### src/rtl/pc_fetch_unit_pkg.sv
// Shared types and constants for the LEGv8 instruction-fetch front end.
package pc_fetch_unit_pkg;

    localparam int unsigned INST_W = 32;
    localparam int unsigned ADDR_W = 64;

    // Fetch sequencer states
    typedef enum logic [1:0] {
        IDLE  = 2'b00,
        REQ   = 2'b01,
        ISSUE = 2'b10,
        FAULT = 2'b11
    } fetch_state_e;

    typedef logic [1:0] fault_code_t;

    localparam fault_code_t FC_NONE     = 2'b00;
    localparam fault_code_t FC_MISALIGN = 2'b01;
    localparam fault_code_t FC_TIMEOUT  = 2'b10;

    // LEGv8 instructions are word aligned
    function automatic logic is_aligned(input logic [ADDR_W-1:0] addr);
        return (addr[1:0] == 2'b00);
    endfunction

endpackage

### src/rtl/pc_fetch_unit_timeout.sv
// Counts REQ cycles without an acknowledge; flags the cycle whose miss
// would bring the count up to TIMEOUT. TIMEOUT=0 disables the flag.
module fetch_timeout_counter #(
    parameter int unsigned TIMEOUT = 16
) (
    input  logic clk_i,
    input  logic rst_i,
    input  logic clear_i,
    input  logic enable_i,
    output logic expired_o
);

    localparam int unsigned CW = (TIMEOUT > 0) ? $clog2(TIMEOUT + 1) : 1;
    // Count value during the last permitted waiting cycle
    localparam logic [CW-1:0] LAST = (TIMEOUT > 0) ? CW'(TIMEOUT - 1) : '0;

    logic [CW-1:0] cnt_q;
    logic [CW-1:0] cnt_d;

    // Next count: clear on REQ entry, advance on each unacknowledged REQ cycle
    always_comb begin
        cnt_d = cnt_q;
        if (clear_i) begin
            cnt_d = '0;
        end else if (enable_i && (cnt_q != LAST)) begin
            cnt_d = cnt_q + 1'b1;
        end
    end

    // Count register
    always_ff @(posedge clk_i or posedge rst_i) begin
        if (rst_i) begin
            cnt_q <= '0;
        end else begin
            cnt_q <= cnt_d;
        end
    end

    assign expired_o = (TIMEOUT != 0) && (cnt_q == LAST);

endmodule

### src/rtl/pc_fetch_unit.sv
// Instruction-fetch front end: owns the PC, issues one instruction-memory
// request at a time and hands the returned word to decode via valid/ready.
module pc_fetch_unit
    import pc_fetch_unit_pkg::*;
#(
    parameter logic [63:0] RESET_PC = 64'h0,
    parameter int unsigned TIMEOUT  = 16
) (
    input  logic        CLK,
    input  logic        Reset,
    input  logic        Enable,
    output logic        IMemReq,
    output logic [63:0] IMemAddr,
    input  logic        IMemAck,
    input  logic [31:0] IMemData,
    output logic [31:0] Instruction,
    output logic        InstValid,
    input  logic        InstReady,
    input  logic [63:0] NextPC,
    output logic [63:0] CurrentPC,
    output logic [31:0] RetireCount,
    output logic        Fault,
    output logic [1:0]  FaultCode
);

    fetch_state_e        state_q,  state_d;
    logic [ADDR_W-1:0]   pc_q,     pc_d;
    logic [ADDR_W-1:0]   addr_q,   addr_d;
    logic                req_q,    req_d;
    logic [INST_W-1:0]   inst_q,   inst_d;
    logic                valid_q,  valid_d;
    logic [31:0]         retire_q, retire_d;
    logic                fault_q,  fault_d;
    fault_code_t         fcode_q,  fcode_d;

    logic tmo_clear;
    logic tmo_en;
    logic tmo_expired;

    fetch_timeout_counter #(
        .TIMEOUT (TIMEOUT)
    ) u_timeout (
        .clk_i     (CLK),
        .rst_i     (Reset),
        .clear_i   (tmo_clear),
        .enable_i  (tmo_en),
        .expired_o (tmo_expired)
    );

    // Fetch sequencer next-state and datapath updates
    always_comb begin
        state_d   = state_q;
        pc_d      = pc_q;
        addr_d    = addr_q;
        req_d     = req_q;
        inst_d    = inst_q;
        valid_d   = valid_q;
        retire_d  = retire_q;
        fault_d   = fault_q;
        fcode_d   = fcode_q;
        tmo_clear = 1'b0;
        tmo_en    = 1'b0;

        case (state_q)
            IDLE: begin
                if (Enable) begin
                    req_d     = 1'b1;
                    addr_d    = pc_q;
                    tmo_clear = 1'b1;
                    state_d   = REQ;
                end
            end
            REQ: begin
                // An ack in the expiring cycle takes priority over the timeout
                if (IMemAck) begin
                    inst_d  = IMemData;
                    valid_d = 1'b1;
                    req_d   = 1'b0;
                    state_d = ISSUE;
                end else if (tmo_expired) begin
                    fault_d = 1'b1;
                    fcode_d = FC_TIMEOUT;
                    req_d   = 1'b0;
                    state_d = FAULT;
                end else begin
                    tmo_en = 1'b1;
                end
            end
            ISSUE: begin
                if (InstReady) begin
                    valid_d = 1'b0;
                    if (!is_aligned(NextPC)) begin
                        fault_d = 1'b1;
                        fcode_d = FC_MISALIGN;
                        state_d = FAULT;
                    end else begin
                        pc_d     = NextPC;
                        retire_d = retire_q + 32'd1;
                        if (Enable) begin
                            req_d     = 1'b1;
                            addr_d    = NextPC;
                            tmo_clear = 1'b1;
                            state_d   = REQ;
                        end else begin
                            state_d = IDLE;
                        end
                    end
                end
            end
            FAULT: begin
                req_d   = 1'b0;
                valid_d = 1'b0;
            end
            default: begin
                state_d = IDLE;
            end
        endcase
    end

    // State and output registers
    always_ff @(posedge CLK or posedge Reset) begin
        if (Reset) begin
            state_q  <= IDLE;
            pc_q     <= RESET_PC;
            addr_q   <= RESET_PC;
            req_q    <= 1'b0;
            inst_q   <= '0;
            valid_q  <= 1'b0;
            retire_q <= '0;
            fault_q  <= 1'b0;
            fcode_q  <= FC_NONE;
        end else begin
            state_q  <= state_d;
            pc_q     <= pc_d;
            addr_q   <= addr_d;
            req_q    <= req_d;
            inst_q   <= inst_d;
            valid_q  <= valid_d;
            retire_q <= retire_d;
            fault_q  <= fault_d;
            fcode_q  <= fcode_d;
        end
    end

    assign IMemReq     = req_q;
    assign IMemAddr    = addr_q;
    assign Instruction = inst_q;
    assign InstValid   = valid_q;
    assign CurrentPC   = pc_q;
    assign RetireCount = retire_q;
    assign Fault       = fault_q;
    assign FaultCode   = fcode_q;

endmodule
### config.mk
export PLATFORM = sky130hd
export DESIGN_NAME = pc_fetch_unit
export DESIGN_NICKNAME = d
export VERILOG_FILES = /design/src/rtl/pc_fetch_unit_pkg.sv /design/src/rtl/pc_fetch_unit_timeout.sv /design/src/rtl/pc_fetch_unit.sv
export SDC_FILE = /design/constraint.sdc
export NUM_CORES = 1
export LEC_CHECK = 0
export BUFFER_PORTS_ARGS = -buffer_cell sky130_fd_sc_hd__buf_4
export CAP_MARGIN = 20
export CORE_ASPECT_RATIO = 1.25
export CORE_MARGIN = 1.5
export CORE_UTILIZATION = 40
export CTS_BUF_LIST = sky130_fd_sc_hd__clkbuf_4 sky130_fd_sc_hd__clkbuf_8
export DETAILED_ROUTE_END_ITERATION = 10
export PLACE_DENSITY_LB_ADDON = 0.25
export SYNTH_ARGS = -nofsm -noshare
export SYNTH_HDL_FRONTEND = slang
export SYNTH_SLANG_ARGS = --single-unit
### constraint.sdc
create_clock -name CLK -period 9 [get_ports CLK]
set_input_delay 1.8 -clock CLK [delete_from_list [all_inputs] [get_ports CLK]]
set_output_delay 1.8 -clock CLK [all_outputs]
set_load 0.02 [all_outputs]
## After elaboration in Yosys (flattened, before gate mapping)

Index checks and enable logic that the tools add are counted.

| storage, ports and cells | value |
|---|---|
| flip-flop bits (word level) | 204 |
| word-level logic and storage cells | 81 |
| output and inout port bits | 197 |

| operators by class | value |
|---|---|
| reductions and logical operators | 15 |
| muxes and demuxes | 40 |
| equal/unequal tests | 14 |
| add/sub/neg operators | 2 |

Operators by type and width:

| operator | count |
|---|---|
| $mux W64 | 4 |
| $pmux W64 S2 | 1 |
| $add A32 B1 Y32 const B | 1 |
| $mux W1 | 18 |
| $mux W2 | 9 |
| $ne A2 B2 Y1 const B | 8 |
| $mux W5 | 2 |
| $reduce_and A5 Y1 | 2 |
| $reduce_and A3 Y1 | 3 |
| $pmux W2 S3 | 1 |
| $reduce_bool A2 Y1 | 3 |
| $reduce_bool A3 Y1 | 2 |
| $add A5 B1 Y5 const B | 1 |
| $eq A5 B4 Y1 const B | 1 |
| $ne A5 B4 Y1 const B | 1 |
| $eq A2 B2 Y1 const B | 2 |
| $logic_not A2 Y1 | 2 |
| $pmux W1 S2 | 2 |
| $pmux W1 S4 | 1 |
| $pmux W2 S2 | 1 |
| $reduce_and A4 Y1 | 1 |
| $ne A3 B3 Y1 const B | 1 |
| $pmux W1 S3 | 1 |
| $eq A2 B1 Y1 const B | 1 |
| other kinds (2) | 2 |

## Depth between registers and ports, before layout

| logic depth | value |
|---|---|
| depth in word-level cells | 7 |
| gate-level depth with buffers | 9 |
| gate-level depth less buffers | 8 |

## By module

From an unflattened synthesis, not the netlist that was laid out.

| unflattened totals | value |
|---|---|
| cell total of the unflattened synthesis | 819 |
| area, all modules | 8627.0 µm² |

Modules (own cells, without submodules):

| module | seq. area each (µm²) | instances | cells each | area an instance (µm²) |
|---|---|---|---|---|
| pc_fetch_unit | 4979.8 | 1 | 795 | 8363.0 |
| fetch_timeout_counter | 125.1 | 1 | 24 | 264.0 |

## Least setup slack after synthesis

No wires, ideal clock.

| path | value |
|---|---|
| path type | input -> register |
| start | input port NextPC[1] |
| end | register retire_q[30] (netlist: RetireCount[30]) |
| setup slack | 5862 ps |
| arrival | 3008 ps |
| cell stages on the path | 5 |
| path buffers | 0 |
| path through | and4bb_1 > and4_4 > nand4_2 > or3_4 > xnor2_2 |

| between the ends | value |
|---|---|
| word-level cells in the longest chain between the ends | 2 |

RTL lines:

| what | RTL line | RTL |
|---|---|---|
| start: declaration | pc_fetch_unit.sv:19 | `input logic [63:0] NextPC,` |
| $logic_not A2 Y1 | pc_fetch_unit_pkg.sv:23 | `return (addr[1:0] == 2'b00);` |
| $reduce_and A3 Y1 (no source line) | -- |  |
| end signal: assignment | pc_fetch_unit.sv:139 | `retire_q <= retire_d;` |
| end: declaration | pc_fetch_unit.sv:32 | `logic [31:0] retire_q, retire_d;` |

Every way passes these cells.
A chain may end at the register's enable or synchronous reset.

## Final worst setup path

Same ends and word-level chain as after synthesis.

==> flow_metrics.env <==
export IMPL_status="complete, no violations"
export IMPL_core_rowCount=59
export IMPL_final_max_slew_viol_count=0
export IMPL_met2_routed_wl_mm=10.58
export IMPL_start_util_pct=41.04
export IMPL_yosys_mux_area_fraction_pct=11.65
export IMPL_ctsLongestPathBuffers=3
export IMPL_vias_per_cell=4.818
export IMPL_total_leakage_power_uw=0.006038
export IMPL_postCtsSetupBuffers=0
export IMPL_synth_cells_most_frequent="nand2_1 (279), dfrtp_1 (204), o21ai_0 (69)"
export IMPL_antenna_violations_before_repair=0
export IMPL_die_span_x_um=134.2
export IMPL_cp_arrival_ns=3.86
export IMPL_post_synth_top_area_cell="dfrtp_1"
export IMPL_top_routing_layer_in_use="met4"
export IMPL_wl_met1_mm=8.807
export IMPL_wire_length_of_the_first_global_routing_pass_mm=36.10
export IMPL_nature_of_the_critical_path_startpoint="input pin"
export IMPL_design_power_total_uw=4034
export IMPL_drt_first_iter_violations=379
export IMPL_final_antenna_net_count=0
export IMPL_asyncSetResetFlopFracSynth_pct=100.0
export IMPL_synth_seq_cells=204
export IMPL_power_density_mw_per_mm2=338.8
export IMPL_detailed_place_hpwl_mm=14.98
export IMPL_final_setup_skew_ns=0.01400
export IMPL_first_global_vias=7099
export IMPL_finalHoldViolCount=0
export IMPL_finalCoreUtilization_pct=56.80
export IMPL_postSynthAreaPerCell_sq_um=10.49
export IMPL_layout_area_overhead_vs_synth_pct=38.41
export IMPL_holdCritPathClass="flip-flop to flip-flop"
export IMPL_design_portCount=298
export IMPL_clock_pin_slew_reported_for_the_worst_setup_and_hold_paths_after_clock_tree_synthesis_ns=0.06
export IMPL_finalCriticalPeriod_ns=3.468
export IMPL_critical_path_required_ns=9.39
export IMPL_slew_headroom_pct=32.63
export IMPL_cell_types_occupying_the_most_area_after_synthesis="dfrtp_1 (59%), nand2_1 (12%), mux2i_1 (7.3%), mux2_2 (4.3%), o21ai_0 (4.0%)"
export IMPL_clk_insertion_delay_late_ns=0.51
export IMPL_post_route_period_util_pct=38.54
export IMPL_clock_root_buffer="clkbuf_8"
export IMPL_cts_sinks=204
export IMPL_grt_util_all_layers_pct=20.09
export IMPL_timing_worst_setup_path_type="input pin to flip-flop"
export IMPL_remaining_drc_errors=0
export IMPL_ctsResizeCount=0
export IMPL_cts_tree="done"
export IMPL_gp_congestion=0.7815
export IMPL_grt_overflow=0
export IMPL_tritoncts_num_buffers=35
export IMPL_synthesis_yosys_warnings=0
export IMPL_synth_lib_cells_used_distinct=38
export IMPL_wirelength_mm=22.40
export IMPL_synthesized_area_fraction_occupied_by_adder_cells_pct=1.163
export IMPL_synth_compound_area_share_pct=5.003
export IMPL_setup_worst_path_end_class="flip-flop"
export IMPL_buffer_ports_inserted=297
export IMPL_routed_via_count=6851
export IMPL_synth_most_common_cell="nand2_1"
export IMPL_n_antenna_cell=0
export IMPL_synth_top_family_by_area="simple AND/OR/NAND/NOR gates"
export IMPL_count_of_hold_fix_buffers_inserted_at_cts=0
export IMPL_fin_setup_tns_ns=0
export IMPL_fin_nets=1231
export IMPL_synth_xor_area_share_pct=3.549
export IMPL_yosys_most_used_dff="dfrtp_1"
export IMPL_drive_gt1_share_pct=35.98
export IMPL_synth_net_count=929
export IMPL_dieHeight_um=167.0
export IMPL_max_clock_freq_mhz=288.3
export IMPL_netlist_instances=820
export IMPL_wire_per_inst_um=15.75
export IMPL_post_synth_and_or_nand_nor_area_fraction_pct=17.04
export IMPL_largest_net_degree_at_the_start_of_global_routing=135
export IMPL_max_capacitance_violation_total=0
export IMPL_coreArea_sq_mm=0.02097
export IMPL_synth_edf_count=0
export IMPL_h_tree_depth=2
export IMPL_syn_cell_area_sq_mm=0.008603
export IMPL_filler_cell_count=1881
export IMPL_ys_seq_area_share_pct=59.34
export IMPL_firstDrtPassIters=5
export IMPL_yosysTopAreaCellShare_pct=59.34
export IMPL_vdd_ir_drop_worst_v=0.0001945
export IMPL_crit_fanout=67
export IMPL_timing_worst_slew_pin_value_ns=1.011
export IMPL_setup_repair_after_global_routing_missed_its_margin="false"
export IMPL_dieArea_sq_mm=0.02240
export IMPL_met3_wirelength_mm=2.153
export IMPL_final_setup_viol_count=0
per-layer routing:
layer	global-route usage, %	vias up
li1	-	3303
met1	23.45	3230
met2	33.13	259
met3	7.580	59
met4	8.275	0
met5	0	-
sequential cells by signal (all words and copies together) (netlist names):
name	flops
CurrentPC	64
Fault	1
FaultCode	2
IMemAddr	64
IMemReq	1
InstValid	1
Instruction	32
RetireCount	32
state_q	2
u_timeout.cnt_q	5
stage by stage:
stage	hold WS (ns)	setup slack (ns)	cell area, sq um	std cells
final	0.4651	5.532	11910	1422
after global routing	0.4842	5.401	11910	1422
after CTS	0.4688	5.514	11880	1421
after detailed placement	0.4538	4.964	11110	1358
after global placement	0.4452	4.971	11110	1358
after floorplan	0.4971	1.633	8603	820
worst paths after layout:
| path | from | to | slack [ns] | depth (start not counted) |
|---|---|---|---|---|
| setup reg to reg | state_q[0]$_DFFE_PP0P_ | RetireCount[30]$_DFFE_PP0P_ | 6.00 | 8 |
| hold / removal | IMemAddr[0]$_DFFE_PP0P_ | IMemAddr[0]$_DFFE_PP0P_ | 0.47 | 2 |
| max in group asynchronous | Reset | IMemAddr[15]$_DFFE_PP0P_ | 6.01 | 3 |
| hold reg to reg | IMemAddr[0]$_DFFE_PP0P_ | IMemAddr[0]$_DFFE_PP0P_ | 0.47 | 2 |
| setup / recovery | NextPC[1] | RetireCount[30]$_DFFE_PP0P_ | 5.53 | 7 |
| min in group asynchronous | Reset | Instruction[22]$_DFFE_PP0P_ | 1.49 | 2 |
where the power goes:
part	internal [uW]	switching [uW]	total, uW
clock network	541	361	903
registers	1250	223	1470
logic	721	939	1660
layout make-up:
cell class	count	area, sq um	area share (%)
Multi-Input combinational cell	568	3346	28.10
Tap cell	274	342.8	2.879
Sequential cell	204	5105	42.87
Timing Repair Buffer	304	2302	19.33
Clock buffer	62	740.7	6.220
Clock inverter	1	30.03	0.2522
Inverter	9	41.29	0.3467
layout by cell type, fill, tap and decap left out, types with 3 or more instances in the layout:
cell type / n
clkbuf_4: 18
nor3_1: 8
o21a_1: 3
nand4_1: 8
xor2_1: 14
ha_1: 7
dfrtp_1: 204
nand2_1: 279
nand3_1: 10
nor2_1: 19
buf_4: 303
o21ai_0: 69
and3_1: 5
mux2i_1: 63
inv_1: 8
clkbuf_8: 44
xnor2_1: 19
mux2_2: 33
a21oi_1: 5
kinds of logic after synthesis:
family | after synthesis
and+or+nand+nor | 348
buffers and inverters | 48
muxes | 96
adders and majority gates | 8
AOI/OAI and AO/OA | 82
xor gates and xnor gates | 34
DFF | 204
worst max-delay path, stage by stage:
cell	delay, ns
buf_4	0.12
and4bb_2	0.28
buf_4	0.60
and4_4	0.35
nand4_2	0.13
or3_4	0.42
xnor2_2	0.13
Power figures use the tool's default switching activity.
